File: config.mk
export PLATFORM = sky130hd
export DESIGN_NAME = stall_ctrl_flat
export DESIGN_NICKNAME = d
export VERILOG_FILES = /design/src/rtl/stall_ctrl_if.sv /design/src/rtl/stall_ctrl.sv /design/src/flat_wrapper.sv
export SDC_FILE = /design/constraint.sdc
export NUM_CORES = 1
export LEC_CHECK = 0
export CORE_MARGIN = 4
export CORE_UTILIZATION = 39
export CTS_CLUSTER_SIZE = 8
export DETAILED_ROUTE_END_ITERATION = 10
export PLACE_DENSITY_LB_ADDON = 0.3
export SYNTH_ARGS = -nofsm -noshare
export SYNTH_HDL_FRONTEND = slang
export SYNTH_SLANG_ARGS = --single-unit
File: constraint.sdc
create_clock -name i_clk -period 3.3 [get_ports i_clk]
set_clock_uncertainty 0.15 [all_clocks]
set_input_delay 0.825 -clock i_clk [delete_from_list [all_inputs] [get_ports i_clk]]
set_output_delay 0.825 -clock i_clk [all_outputs]
set_load 0.05 [all_outputs]
File: src/rtl/stall_ctrl_if.sv
// Handshake bundle between the hazard/decode side and the stall controller.
// The master drives the D-stage view and stall/flush requests; the slave
// (stall_ctrl) returns freeze/flush controls, the A-stage register and stats.
interface stall_ctrl_if #(
    parameter int REG_SELECT = 5,
    parameter int DATA_WIDTH = 32,
    parameter int CNT_WIDTH  = 16
);
    logic                  nop;
    logic                  flush;
    logic                  cnt_clr;
    logic                  valid_d;
    logic                  is_cmp_d;
    logic                  is_write_d;
    logic                  is_load_d;
    logic [REG_SELECT-1:0] reg_a_select_d;
    logic [REG_SELECT-1:0] reg_b_select_d;
    logic [REG_SELECT-1:0] reg_c_select_d;
    logic [DATA_WIDTH-1:0] data_d;

    logic                  stall_f;
    logic                  stall_d;
    logic                  flush_d;
    logic                  valid_a;
    logic                  is_cmp_a;
    logic                  is_write_a;
    logic                  is_load_a;
    logic [REG_SELECT-1:0] reg_a_select_a;
    logic [REG_SELECT-1:0] reg_b_select_a;
    logic [REG_SELECT-1:0] reg_c_select_a;
    logic [DATA_WIDTH-1:0] data_a;
    logic [CNT_WIDTH-1:0]  stall_count;
    logic [CNT_WIDTH-1:0]  flush_count;
    logic                  stall_err;

    modport master (
        output nop, flush, cnt_clr, valid_d, is_cmp_d, is_write_d, is_load_d,
               reg_a_select_d, reg_b_select_d, reg_c_select_d, data_d,
        input  stall_f, stall_d, flush_d, valid_a, is_cmp_a, is_write_a, is_load_a,
               reg_a_select_a, reg_b_select_a, reg_c_select_a, data_a,
               stall_count, flush_count, stall_err
    );

    modport slave (
        input  nop, flush, cnt_clr, valid_d, is_cmp_d, is_write_d, is_load_d,
               reg_a_select_d, reg_b_select_d, reg_c_select_d, data_d,
        output stall_f, stall_d, flush_d, valid_a, is_cmp_a, is_write_a, is_load_a,
               reg_a_select_a, reg_b_select_a, reg_c_select_a, data_a,
               stall_count, flush_count, stall_err
    );
endinterface

File: src/rtl/stall_ctrl.sv
// Stall controller: turns the hazard unit's nop request and the branch flush
// into fetch/decode freeze signals, owns the D->A pipeline register (bubbles
// on stall or flush), counts stalls/flushes and flags stalls that run too long.
module stall_ctrl #(
    parameter int REG_SELECT = 5,
    parameter int DATA_WIDTH = 32,
    parameter int CNT_WIDTH  = 16,
    parameter int MAX_STALL  = 2
) (
    input logic         i_clk,
    input logic         i_rst,
    stall_ctrl_if.slave bus
);

    // Consecutive-stall counter must hold MAX_STALL+1 so an overrun is visible.
    localparam int CW = $clog2(MAX_STALL + 2);
    localparam logic [CW-1:0] CONSEC_MAX = CW'(MAX_STALL + 1);
    localparam logic [CW-1:0] CONSEC_LIM = CW'(MAX_STALL);

    typedef enum logic {
        RUN,
        STALLED
    } state_t;

    state_t          state;
    state_t          state_next;
    logic [CW-1:0]   consec;
    logic [CW-1:0]   consec_next;
    logic            stall;
    logic            over_limit;
    logic            stall_err;
    logic [CNT_WIDTH-1:0] stall_count;
    logic [CNT_WIDTH-1:0] flush_count;

    // Stall request is honoured only for a real D instruction and never
    // alongside a flush; reset drops it at once so nothing stays frozen.
    always_comb begin
        stall       = bus.nop & bus.valid_d & ~bus.flush & ~i_rst;
        bus.stall_f = stall;
        bus.stall_d = stall;
        bus.flush_d = bus.flush;
    end

    // D->A register: flush and stall both insert a bubble, otherwise advance.
    always_ff @(posedge i_clk or posedge i_rst) begin
        if (i_rst) begin
            bus.valid_a        <= 1'b0;
            bus.is_cmp_a       <= 1'b0;
            bus.is_write_a     <= 1'b0;
            bus.is_load_a      <= 1'b0;
            bus.reg_a_select_a <= '0;
            bus.reg_b_select_a <= '0;
            bus.reg_c_select_a <= '0;
            bus.data_a         <= '0;
        end else if (bus.flush || stall) begin
            bus.valid_a        <= 1'b0;
            bus.is_cmp_a       <= 1'b0;
            bus.is_write_a     <= 1'b0;
            bus.is_load_a      <= 1'b0;
            bus.reg_a_select_a <= '0;
            bus.reg_b_select_a <= '0;
            bus.reg_c_select_a <= '0;
            bus.data_a         <= '0;
        end else begin
            bus.valid_a        <= bus.valid_d;
            bus.is_cmp_a       <= bus.is_cmp_d & bus.valid_d;
            bus.is_write_a     <= bus.is_write_d & bus.valid_d;
            bus.is_load_a      <= bus.is_load_d & bus.valid_d;
            bus.reg_a_select_a <= bus.reg_a_select_d;
            bus.reg_b_select_a <= bus.reg_b_select_d;
            bus.reg_c_select_a <= bus.reg_c_select_d;
            bus.data_a         <= bus.data_d;
        end
    end

    // FSM state and consecutive-stall count registers.
    always_ff @(posedge i_clk or posedge i_rst) begin
        if (i_rst) begin
            state  <= RUN;
            consec <= '0;
        end else begin
            state  <= state_next;
            consec <= consec_next;
        end
    end

    // Next state: flush or a free cycle returns to RUN, stalls count upward.
    always_comb begin
        state_next  = state;
        consec_next = consec;
        if (bus.flush) begin
            state_next  = RUN;
            consec_next = '0;
        end else if (stall) begin
            state_next = STALLED;
            if (state == RUN) begin
                consec_next = CW'(1);
            end else if (consec < CONSEC_MAX) begin
                consec_next = consec + CW'(1);
            end
        end else begin
            state_next  = RUN;
            consec_next = '0;
        end
        over_limit = stall && (consec_next > CONSEC_LIM);
    end

    // Sticky watchdog; a counter clear also acknowledges it.
    always_ff @(posedge i_clk or posedge i_rst) begin
        if (i_rst) begin
            stall_err <= 1'b0;
        end else if (bus.cnt_clr) begin
            stall_err <= 1'b0;
        end else if (over_limit) begin
            stall_err <= 1'b1;
        end
    end

    // Saturating performance counters; clear beats increment.
    always_ff @(posedge i_clk or posedge i_rst) begin
        if (i_rst) begin
            stall_count <= '0;
            flush_count <= '0;
        end else if (bus.cnt_clr) begin
            stall_count <= '0;
            flush_count <= '0;
        end else begin
            if (stall && (stall_count != '1)) begin
                stall_count <= stall_count + CNT_WIDTH'(1);
            end
            if (bus.flush && (flush_count != '1)) begin
                flush_count <= flush_count + CNT_WIDTH'(1);
            end
        end
    end

    // Expose the internal statistics registers on the bus.
    always_comb begin
        bus.stall_count = stall_count;
        bus.flush_count = flush_count;
        bus.stall_err   = stall_err;
    end

endmodule
File: src/flat_wrapper.sv
// flat-port wrapper written by rule: the top's interface ports become plain ports
module stall_ctrl_flat 
#(
    parameter int REG_SELECT = 5,
    parameter int DATA_WIDTH = 32,
    parameter int CNT_WIDTH  = 16,
    parameter int MAX_STALL  = 2
)
  (i_clk, i_rst, bus_nop, bus_flush, bus_cnt_clr, bus_valid_d, bus_is_cmp_d, bus_is_write_d, bus_is_load_d, bus_reg_a_select_d, bus_reg_b_select_d, bus_reg_c_select_d, bus_data_d, bus_stall_f, bus_stall_d, bus_flush_d, bus_valid_a, bus_is_cmp_a, bus_is_write_a, bus_is_load_a, bus_reg_a_select_a, bus_reg_b_select_a, bus_reg_c_select_a, bus_data_a, bus_stall_count, bus_flush_count, bus_stall_err);
  stall_ctrl_if #(.REG_SELECT(REG_SELECT), .DATA_WIDTH(DATA_WIDTH), .CNT_WIDTH(CNT_WIDTH)) bus_i ();
  input logic i_clk;
  input logic i_rst;
  input wire logic [$bits(bus_i.nop)-1:0] bus_nop;
  input wire logic [$bits(bus_i.flush)-1:0] bus_flush;
  input wire logic [$bits(bus_i.cnt_clr)-1:0] bus_cnt_clr;
  input wire logic [$bits(bus_i.valid_d)-1:0] bus_valid_d;
  input wire logic [$bits(bus_i.is_cmp_d)-1:0] bus_is_cmp_d;
  input wire logic [$bits(bus_i.is_write_d)-1:0] bus_is_write_d;
  input wire logic [$bits(bus_i.is_load_d)-1:0] bus_is_load_d;
  input wire logic [$bits(bus_i.reg_a_select_d)-1:0] bus_reg_a_select_d;
  input wire logic [$bits(bus_i.reg_b_select_d)-1:0] bus_reg_b_select_d;
  input wire logic [$bits(bus_i.reg_c_select_d)-1:0] bus_reg_c_select_d;
  input wire logic [$bits(bus_i.data_d)-1:0] bus_data_d;
  output wire logic [$bits(bus_i.stall_f)-1:0] bus_stall_f;
  output wire logic [$bits(bus_i.stall_d)-1:0] bus_stall_d;
  output wire logic [$bits(bus_i.flush_d)-1:0] bus_flush_d;
  output wire logic [$bits(bus_i.valid_a)-1:0] bus_valid_a;
  output wire logic [$bits(bus_i.is_cmp_a)-1:0] bus_is_cmp_a;
  output wire logic [$bits(bus_i.is_write_a)-1:0] bus_is_write_a;
  output wire logic [$bits(bus_i.is_load_a)-1:0] bus_is_load_a;
  output wire logic [$bits(bus_i.reg_a_select_a)-1:0] bus_reg_a_select_a;
  output wire logic [$bits(bus_i.reg_b_select_a)-1:0] bus_reg_b_select_a;
  output wire logic [$bits(bus_i.reg_c_select_a)-1:0] bus_reg_c_select_a;
  output wire logic [$bits(bus_i.data_a)-1:0] bus_data_a;
  output wire logic [$bits(bus_i.stall_count)-1:0] bus_stall_count;
  output wire logic [$bits(bus_i.flush_count)-1:0] bus_flush_count;
  output wire logic [$bits(bus_i.stall_err)-1:0] bus_stall_err;
  assign bus_i.nop = bus_nop;
  assign bus_i.flush = bus_flush;
  assign bus_i.cnt_clr = bus_cnt_clr;
  assign bus_i.valid_d = bus_valid_d;
  assign bus_i.is_cmp_d = bus_is_cmp_d;
  assign bus_i.is_write_d = bus_is_write_d;
  assign bus_i.is_load_d = bus_is_load_d;
  assign bus_i.reg_a_select_d = bus_reg_a_select_d;
  assign bus_i.reg_b_select_d = bus_reg_b_select_d;
  assign bus_i.reg_c_select_d = bus_reg_c_select_d;
  assign bus_i.data_d = bus_data_d;
  assign bus_stall_f = bus_i.stall_f;
  assign bus_stall_d = bus_i.stall_d;
  assign bus_flush_d = bus_i.flush_d;
  assign bus_valid_a = bus_i.valid_a;
  assign bus_is_cmp_a = bus_i.is_cmp_a;
  assign bus_is_write_a = bus_i.is_write_a;
  assign bus_is_load_a = bus_i.is_load_a;
  assign bus_reg_a_select_a = bus_i.reg_a_select_a;
  assign bus_reg_b_select_a = bus_i.reg_b_select_a;
  assign bus_reg_c_select_a = bus_i.reg_c_select_a;
  assign bus_data_a = bus_i.data_a;
  assign bus_stall_count = bus_i.stall_count;
  assign bus_flush_count = bus_i.flush_count;
  assign bus_stall_err = bus_i.stall_err;
  stall_ctrl #(.REG_SELECT(REG_SELECT), .DATA_WIDTH(DATA_WIDTH), .CNT_WIDTH(CNT_WIDTH), .MAX_STALL(MAX_STALL)) u_core (.i_clk(i_clk), .i_rst(i_rst), .bus(bus_i));
endmodule
==> impl_metrics.json <==
{
  "gp_congestion": 0.8068,
  "p_comb_share_pct": 16.8,
  "rsz0062_at_grt": "false",
  "ys_seq_area_share_pct": 61.83,
  "synth.top_cell.area_share_pct": 61.83,
  "r2r_start": "u_core.bus.stall_count[0]",
  "cp-start-kind": "input pin",
  "yosysMostFrequentCell": "dfrtp_1",
  "cts_resized": 0,
  "yosys.area.top_type": "dfrtp_1",
  "maxSlewViolCount": 0,
  "maxCapViolCount": 0,
  "hp-start": "u_core.consec[0]",
  "syn_area_um2": 3521,
  "cts_buffers": 9,
  "wire_per_inst_um": 15.61,
  "routed_via_density": 4.835,
  "worstMarginPinSlew_ns": 0.9678,
  "status": "complete, no violations",
  "die_area_um2": 10610,
  "wirelength_mm": 8.710,
  "fp.dieH_um": 103.0,
  "ioPinCount": 143,
  "critPathKind": "input pin to output port",
  "max-vdd-ir-drop_mv": 0.2546,
  "async_reset_ff_share_pct": 100.0,
  "overflow": 0,
  "cts_hold_buffers": 0,
  "cts.sinks": 87,
  "syn_area_per_cell_um2": 11.74,
  "num_vias": 2698,
  "clkTransAtPathRegs_ns": 0.09,
  "synth_cell_type_count": 42,
  "arrival_ns": 2.12,
  "internal_power_mw": 1.527,
  "fin_crit_sh_pct": 93.88,
  "htreeDepth": 3,
  "yosys_register_bits": 87,
  "drive_above_1_share_pct": 7.778,
  "yosys-top-cells-area": "dfrtp_1 62%, and2_1 8.9%, nor2_1 3.7%",
  "fill_cells": 720,
  "synth_common_cells": "87 x dfrtp_1, 50 x and2_1, 35 x nor2_1",
  "track_usage_pct": 17.52,
  "setup.worst_path.start": "bus_flush",
  "clock_path_buffers": 2,
  "powerDensity_nw_per_um2": 409.4,
  "synth_edf_count": 0,
  "final_area_um2": 5275,
  "worstPathRequired_ns": 2.32,
  "dpl_cell_area_um2": 5102,
  "tritoncts": "built",
  "setup_viol": 0,
  "final_antenna_net_count": 0,
  "min_period_ns": 3.098,
  "core_area_um2": 8763,
  "die_w_um": 103.0,
  "postSynthCellCount": 300,
  "power_switching_mw": 0.6324,
  "path_max_fanout": 7,
  "ys_warn_count": 0,
  "synth_ff_type": "dfrtp_1",
  "grt_max_degree": 88,
  "worst_skew_pair.late_latency_ns": 0.35,
  "p_sw_share_pct": 29.28,
  "first_pass_iters": 4,
  "fin_util_pct": 60.19,
  "drt_iter0_markers": 67,
  "critPathCaptureType": "output port",
  "power_mw": 2.160,
  "fmax_mhz": 322.8,
  "grt_pass1_vias": 2806,
  "grt_pass1_wl_mm": 14.12,
  "hold_viol": 0,
  "fp-row-count": 34,
  "nets": 503,
  "areaGrowthSynthToFinish_pct": 49.82,
  "min_path_type": "register to register",
  "antenna_found_initial": 0,
  "clkPwrFrac_pct": 31.6,
  "cts_setup_buffers": 0,
  "slew_headroom_pct": 35.41,
  "postSynthNetCount": 358,
  "tns_ns": 0,
  "drc_errors": 0,
  "io_buffers": 142,
  "hpwlAfterDp_mm": 6.438,
  "regArea_um2": 2177,
  "multi_input_area_um2": 1261,
  "n_antenna_cell": 0,
  "initial_core_util_pct": 40.18,
  "fin_cells": 558,
  "pwr-share-seq_pct": 51.6,
  "cts_root_buf": "clkbuf_8",
  "dp.cells": 542,
  "p_leak_nw": 2.253
}
-- power by group through the flow --
stage	clock network, mW	logic (mW)	registers, mW
2_1_floorplan	0	0.0668	1.27
3_3_place_gp	0	0.366	1.13
3_5_place_dp	0	0.369	1.14
4_1_cts	0.701	0.370	1.12
5_1_grt	0.748	0.386	1.12
6_report	0.681	0.364	1.11
-- path summary, 6_finish.rpt --
kind                                                end  slack [ns]  cells after the start
setup / recovery                            bus_stall_f        0.20                      5
min in group asynchronous  u_core.bus.reg_c_select_a[3]        0.86                      3
hold / removal                         u_core.consec[0]        0.34                      1
setup reg to reg             u_core.bus.stall_count[15]        1.17                      6
max in group asynchronous  u_core.bus.reg_a_select_a[2]        1.80                      3
hold reg to reg                        u_core.consec[0]        0.34                      1
-- critical path: stages --
cell and delay [ns]:
clkdlybuf4s50_1 0.45, nand2b_4 0.16, or3b_4 0.42, clkinv_4 0.12, buf_12 0.14
-- cells in the final DEF (no fill, tap or decap), types with 2 or more instances in the layout --
cell type | netlist | layout
a21oi_1 | 4 | 4
and3_1 | 5 | 5
mux2i_1 | 2 | 2
xor2_1 | 10 | 10
ha_1 | 2 | 2
nor2b_1 | 3 | 3
inv_1 | 6 | 5
clkbuf_8 | 0 | 9
o2111ai_1 | 2 | 2
o21ai_0 | 2 | 2
inv_6 | 0 | 2
nor2_1 | 35 | 34
nand3_1 | 16 | 16
nand4_1 | 5 | 5
or3_1 | 3 | 3
nand2_1 | 8 | 8
buf_4 | 2 | 3
a31oi_1 | 2 | 2
mux2_4 | 2 | 2
clkdlybuf4s50_1 | 0 | 139
a211oi_1 | 2 | 2
nor3_1 | 6 | 6
clkinvlp_4 | 0 | 4
and2_1 | 50 | 50
nor4_1 | 4 | 4
xnor2_1 | 15 | 15
buf_12 | 0 | 4
dfrtp_1 | 87 | 87
or4_1 | 2 | 2
-- final cells by class --
type | instances | area share, %
multi-input combinational | 194 | 23.91
tap | 108 | 2.562
sequential | 87 | 41.27
inverter | 7 | 0.6641
timing repair buffer | 146 | 28.32
clock buffer | 10 | 2.419
clock inverter | 6 | 0.8539
-- logic make-up (layout without fill, tap and decap cells) --
family | after synthesis | in the layout | synth area share (%)
fa+ha+maj | 2 | 2 | 0.7106
mux | 5 | 5 | 1.741
xor+xnor | 25 | 25 | 6.219
compound gates | 15 | 15 | 3.127
flops | 87 | 87 | 61.83
buf+inv | 19 | 169 | 2.416
simple gates | 147 | 147 | 23.95
-- registers in the layout, indices dropped and copies added, names as in the netlist --
name	flops
u_core.bus.data_a	32
u_core.bus.flush_count	16
u_core.bus.is_cmp_a	1
u_core.bus.is_load_a	1
u_core.bus.is_write_a	1
u_core.bus.reg_a_select_a	5
u_core.bus.reg_b_select_a	5
u_core.bus.reg_c_select_a	5
u_core.bus.stall_count	16
u_core.bus.stall_err	1
u_core.bus.valid_a	1
u_core.consec	2
u_core.state	1
-- through the flow --
| stage | hold slack [ns] | worst slack (ns) |
|---|---|---|
| floorplan | 0.2887 | 0.4325 |
| global placement | 0.3121 | 0.06860 |
| detailed placement | 0.3241 | 0.05242 |
| CTS | 0.3437 | 0.1941 |
| global route | 0.3587 | 0.1579 |
| finish | 0.3393 | 0.2021 |
-- routing by layer --
layer | up-vias | wire length [um] | global-route usage [%]
li1 | 1286 | - | -
met2 | 109 | 3959 | 25.85
met4 | 0 | 109 | 6.574
met5 | - | 0 | 0
met3 | 9 | 1289 | 11.03
met1 | 1294 | 3351 | 20.69
Note: power is estimated with default switching activity, not from simulation.
